## src/rtl/fixed_to_bcd.sv

```systemverilog
// fixed_to_bcd: sequential 5.5 unsigned fixed-point to BCD converter (double-dabble integer, x10 fraction)
// Ports: CLOCK_50/reset (async active-high); in_value/in_valid/in_ready request handshake;
//        int_bcd (tens,ones), frac_bcd (FRAC_DIGITS digits, MS first), out_valid one-cycle pulse.
// Optional FIXED_TO_BCD_SEVENSEG_EN adds seg_int/seg_frac active-low g..a segment outputs.
module fixed_to_bcd #(
    parameter int FRAC_DIGITS = 3
) (
    input  logic                     CLOCK_50,
    input  logic                     reset,
    input  logic [9:0]               in_value,
    input  logic                     in_valid,
    output logic                     in_ready,
    output logic [7:0]               int_bcd,
    output logic [4*FRAC_DIGITS-1:0] frac_bcd,
    output logic                     out_valid
`ifdef FIXED_TO_BCD_SEVENSEG_EN
    ,
    output logic [13:0]              seg_int,
    output logic [7*FRAC_DIGITS-1:0] seg_frac
`endif
);
    localparam int FW = 4 * FRAC_DIGITS;
    typedef enum logic [1:0] {ST_IDLE, ST_INT, ST_FRAC, ST_PUBLISH} state_t;
    state_t          state_q, state_d;
    logic [4:0]      int_q, int_d, rem_q, rem_d;
    logic [7:0]      acc_q, acc_d, int_bcd_q, int_bcd_d;
    logic [2:0]      cnt_q, cnt_d;
    logic [FW-1:0]   frac_q, frac_d, frac_bcd_q, frac_bcd_d;
    logic            out_valid_q, out_valid_d;
    logic [3:0]      hi, lo;
    logic [8:0]      p;
    // double-dabble correction applied before every shift
    assign hi = (acc_q[7:4] >= 4'd5) ? acc_q[7:4] + 4'd3 : acc_q[7:4];
    assign lo = (acc_q[3:0] >= 4'd5) ? acc_q[3:0] + 4'd3 : acc_q[3:0];
    // rem*10 over 32: the bits above the 5 fraction bits are the next decimal digit
    assign p  = {4'd0, rem_q} * 9'd10;
    always_comb begin
        state_d     = state_q;
        int_d       = int_q;
        rem_d       = rem_q;
        acc_d       = acc_q;
        cnt_d       = cnt_q;
        frac_d      = frac_q;
        int_bcd_d   = int_bcd_q;
        frac_bcd_d  = frac_bcd_q;
        out_valid_d = 1'b0;
        case (state_q)
            ST_IDLE: if (in_valid) begin
                int_d   = in_value[9:5];
                rem_d   = in_value[4:0];
                acc_d   = 8'd0;
                cnt_d   = 3'd0;
                frac_d  = '0;
                state_d = ST_INT;
            end
            ST_INT: begin
                acc_d   = 8'({hi, lo, int_q[4]});
                int_d   = {int_q[3:0], 1'b0};
                cnt_d   = (cnt_q == 3'd4) ? 3'd0 : cnt_q + 3'd1;
                state_d = (cnt_q == 3'd4) ? ST_FRAC : ST_INT;
            end
            ST_FRAC: begin
                rem_d   = p[4:0];
                frac_d  = (frac_q << 4) | FW'(p[8:5]);
                cnt_d   = cnt_q + 3'd1;
                state_d = (cnt_q == 3'(FRAC_DIGITS - 1)) ? ST_PUBLISH : ST_FRAC;
            end
            default: begin
                int_bcd_d   = acc_q;
                frac_bcd_d  = frac_q;
                out_valid_d = 1'b1;
                state_d     = ST_IDLE;
            end
        endcase
    end
    always_ff @(posedge CLOCK_50 or posedge reset) begin
        if (reset) begin
            state_q     <= ST_IDLE;
            int_q       <= '0;
            rem_q       <= '0;
            acc_q       <= '0;
            cnt_q       <= '0;
            frac_q      <= '0;
            int_bcd_q   <= '0;
            frac_bcd_q  <= '0;
            out_valid_q <= 1'b0;
        end else begin
            state_q     <= state_d;
            int_q       <= int_d;
            rem_q       <= rem_d;
            acc_q       <= acc_d;
            cnt_q       <= cnt_d;
            frac_q      <= frac_d;
            int_bcd_q   <= int_bcd_d;
            frac_bcd_q  <= frac_bcd_d;
            out_valid_q <= out_valid_d;
        end
    end
    assign in_ready  = (state_q == ST_IDLE);
    assign int_bcd   = int_bcd_q;
    assign frac_bcd  = frac_bcd_q;
    assign out_valid = out_valid_q;
`ifdef FIXED_TO_BCD_SEVENSEG_EN
    function automatic logic [6:0] seg7(input logic [3:0] d);
        case (d)
            4'd0:    return 7'h40;
            4'd1:    return 7'h79;
            4'd2:    return 7'h24;
            4'd3:    return 7'h30;
            4'd4:    return 7'h19;
            4'd5:    return 7'h12;
            4'd6:    return 7'h02;
            4'd7:    return 7'h78;
            4'd8:    return 7'h00;
            4'd9:    return 7'h10;
            default: return 7'h7F;
        endcase
    endfunction
    logic [13:0]              seg_int_q, seg_int_d;
    logic [7*FRAC_DIGITS-1:0] seg_frac_q, seg_frac_d;
    always_comb begin
        seg_int_d  = seg_int_q;
        seg_frac_d = seg_frac_q;
        if (state_q == ST_PUBLISH) begin
            seg_int_d = {(acc_q[7:4] == 4'd0) ? 7'h7F : seg7(acc_q[7:4]), seg7(acc_q[3:0])};
            for (int i = 0; i < FRAC_DIGITS; i++) seg_frac_d[7*i +: 7] = seg7(frac_q[4*i +: 4]);
        end
    end
    always_ff @(posedge CLOCK_50 or posedge reset) begin
        if (reset) begin
            seg_int_q  <= '1;
            seg_frac_q <= '1;
        end else begin
            seg_int_q  <= seg_int_d;
            seg_frac_q <= seg_frac_d;
        end
    end
    assign seg_int  = seg_int_q;
    assign seg_frac = seg_frac_q;
`endif
endmodule

```

## config.mk

```make
export PLATFORM = sky130hd
export DESIGN_NAME = fixed_to_bcd
export DESIGN_NICKNAME = d
export VERILOG_FILES = /design/src/rtl/fixed_to_bcd.sv
export SDC_FILE = /design/constraint.sdc
export NUM_CORES = 1
export LEC_CHECK = 0
export ABC_AREA = 1
export CORE_MARGIN = 3
export CORE_UTILIZATION = 34
export CTS_BUF_LIST = sky130_fd_sc_hd__clkbuf_4
export DETAILED_ROUTE_END_ITERATION = 7
export REMOVE_ABC_BUFFERS = 1
export SLEW_MARGIN = 20
export SYNTH_ARGS = -nofsm -noshare
export SYNTH_HDL_FRONTEND = slang
export SYNTH_SLANG_ARGS = --single-unit
```

## constraint.sdc

```tcl
create_clock -name CLOCK_50 -period 3.85 [get_ports CLOCK_50]
set_input_delay 0.77 -clock CLOCK_50 [delete_from_list [all_inputs] [get_ports CLOCK_50]]
set_output_delay 0.77 -clock CLOCK_50 [all_outputs]
set_load 0.05 [all_outputs]
```

==> results.yml <==
floorplanning:
  core_mm2: 0.00781
  die_h_um: 95.9
  io_pins: 35
  rows: 32
  initial_core_util_pct: 35.2
  die_w_um: 95.9
  die-area_mm2: 0.00920
setup_path:
  worstPathRequired_ns: 3.08
  cp-end-kind: "output port"
  startpoint_type: "flip-flop"
  critPathKind: "flip-flop to output port"
  arrival_ns: 2.23
  crit_fanout: 7
cts:
  clock-sinks: 56
  path_clk_slew_ns: 0.15
  cts_buffers: 5
  cts_hold_buffers: 0
  insertion_delay_ns: 0.38
  cts-root-buf: "clkbuf_4"
  htreeDepth: 2
  cts_resized: 0
  post-cts-setup-buffer-count: 0
  cts_tree: "done"
  cts_buffer_depth: 2
yosys:
  syn_inst: 309
  synth_edf_count: 0
  ys_seq_elements: 56
  syn_area_mm2: 0.00275
  yosysUniqueCellTypes: 26
  syn_area_per_cell_um2: 8.90
  synthFlopType: "dfrtp_1"
  synthArstFlopShare_pct: 100
  ys_warn_count: 0
  synth_seq_area_share_pct: 51.0
cells_and_area:
  layout.nets: 376
  fill_cells: 798
  stdcell_count: 447
  multi_input_area_mm2: 0.00114
  drive_above_1_share_pct: 7.54
  seq_area_mm2: 0.00140
  antenna-diode-count: 0
  syn_to_final_growth_pct: 17.8
  fin_area_mm2: 0.00324
routing:
  vias: 2032
  post_drt_wl_per_cell_um: 11.1
  dr.first_iter.drc_count: 64
  dr.pass1.iters: 4
  postRouteAntennaNets: 0
  drc: 0
  routed_via_density: 4.55
  wl_um: 4950
timing:
  setup_tns_ns: 0
  fmax_mhz: 334
  setup_viol: 0
  fin_crit_ns: 3.00
  rsz0062_at_grt: "no"
  final_hold_viol_count: 0
  relSlewSlack_pct: 59.8
  skew_ns: 0.0112
  period_share_pct: 77.9
  final_max_slew_viol_count: 0
  worst_pin_slew_ns: 0.603
placed_design:
  place_hpwl_um: 3600
  finalWeightedCongestion: 0.773
  dpl_cell_area_mm2: 0.00318
  io_buffer_count: 34
  dp.cells: 439
grt:
  grt_pass1_vias: 1962
  grt_max_degree: 30
  grt_pass1_wl_um: 8760
  antenna_found_initial: 0
  grt_overflow: 0
  grt_util_all_layers_pct: 12.0
power:
  leakage_nw: 1.57
  vdd_drop_max_mv: 0.214
  powerDensity_mw_per_mm2: 752
run:
  maxCapViolations: 0
outcome:
  outcome: "finished, final reports clean"
worst_hold_path:
  hold_class: "flip-flop to flip-flop"
==> worst max-delay path: stages (launching register included) <==
cell,delay [ns]
dfrtp_1,0.46
inv_1,0.12
ha_1,0.38
clkdlybuf4s50_1,0.89
==> flip-flops by register name, indices dropped and copies added (netlist names) <==
register and count:
frac_bcd 12, frac_q 12, acc_q 8, int_bcd 8
int_q 5, rem_q 5, cnt_q 3, state_q 2
out_valid 1
==> placed cells by master (no fill, tap or decap) <==
cell type	synthesis	layout
o21a_1	2	2
clkdlybuf4s50_1	0	34
fa_1	1	1
a21oi_1	3	3
inv_1	39	38
xnor2_1	1	1
nand2_1	97	97
o21bai_1	1	1
inv_2	2	3
nand4_1	8	8
clkbuf_4	0	7
a31oi_1	1	1
nand2_2	1	1
o21ai_1	1	1
nand2_4	1	1
nand3_1	15	15
o21ai_0	33	33
buf_4	1	2
o21ai_2	2	2
dfrtp_1	56	56
nor2_1	9	9
o22ai_2	9	9
ha_1	18	18
clkinv_1	0	1
nor2_2	1	1
==> Yosys cell counts (2+ instances only) <==
cell      count  area [um^2]
o21ai_0      33          165
nand2_1      97          364
o21ai_2       2         17.5
o22ai_2       9          113
a21oi_1       3         15.0
nand3_1      15         75.1
inv_1        39          146
nand4_1       8         50.1
ha_1         18          225
dfrtp_1      56         1400
nor2_1        9         33.8
clkbuf_1      2         7.51
o21a_1        2         15.0
buf_1         2         7.51
inv_2         2         7.51
buf_6         2         22.5
==> cell families (layout without fill, tap and decap cells) <==
group / after synthesis / count (layout) / share of synthesized area, %
compound gates: 52 / 52 / 12.5
xor+xnor: 1 / 1 / 0.319
fa+ha+maj: 19 / 19 / 8.92
buf+inv: 49 / 85 / 7.42
flops: 56 / 56 / 51.0
simple gates: 132 / 132 / 19.9
==> stage by stage <==
stage	hold WS (ns)	power, mW	utilization, %	setup WS (ns)
after global placement	0.462	2.18	40.8	1.32
after CTS	0.498	2.47	41.5	0.840
after floorplan	0.443	1.86	-	1.71
after global routing	0.529	2.70	41.5	0.703
final	0.498	2.44	41.5	0.852
after detailed placement	0.464	2.20	40.8	1.30
==> final timing paths <==
check                           start           to  slack [ns]  cells past startpoint
hold reg to reg            int_bcd[2]   int_bcd[2]        0.50                      2
max in group asynchronous       reset  frac_bcd[3]        2.30                      3
setup reg to reg           state_q[0]    frac_q[3]        1.94                      7
setup / recovery           state_q[0]     in_ready        0.85                      3
min in group asynchronous       reset    out_valid        0.76                      2
hold / removal             int_bcd[2]   int_bcd[2]        0.50                      2
==> layout make-up <==
cell class                 instances  area share, %
sequential                        56           43.3
multi-input combinational        204           35.3
timing repair buffer              36           11.0
inverter                          41           4.75
tap                              102           3.94
clock inverter                     1          0.116
clock buffer                       7           1.62
==> where the power goes <==
group	total (mW)	switching, mW	internal (mW)
registers	0.892	0.119	0.772
logic	1.29	0.846	0.441
clock network	0.257	0.173	0.0848
==> layer usage <==
metal  share of wire (%)  global-route usage, %
met1                  50                   16.6
met2                  44                   18.2
met4                 1.5                   3.91
met5                   0                      0
met3                 4.4                   3.21
Note: power is estimated with default switching activity, not from simulation.
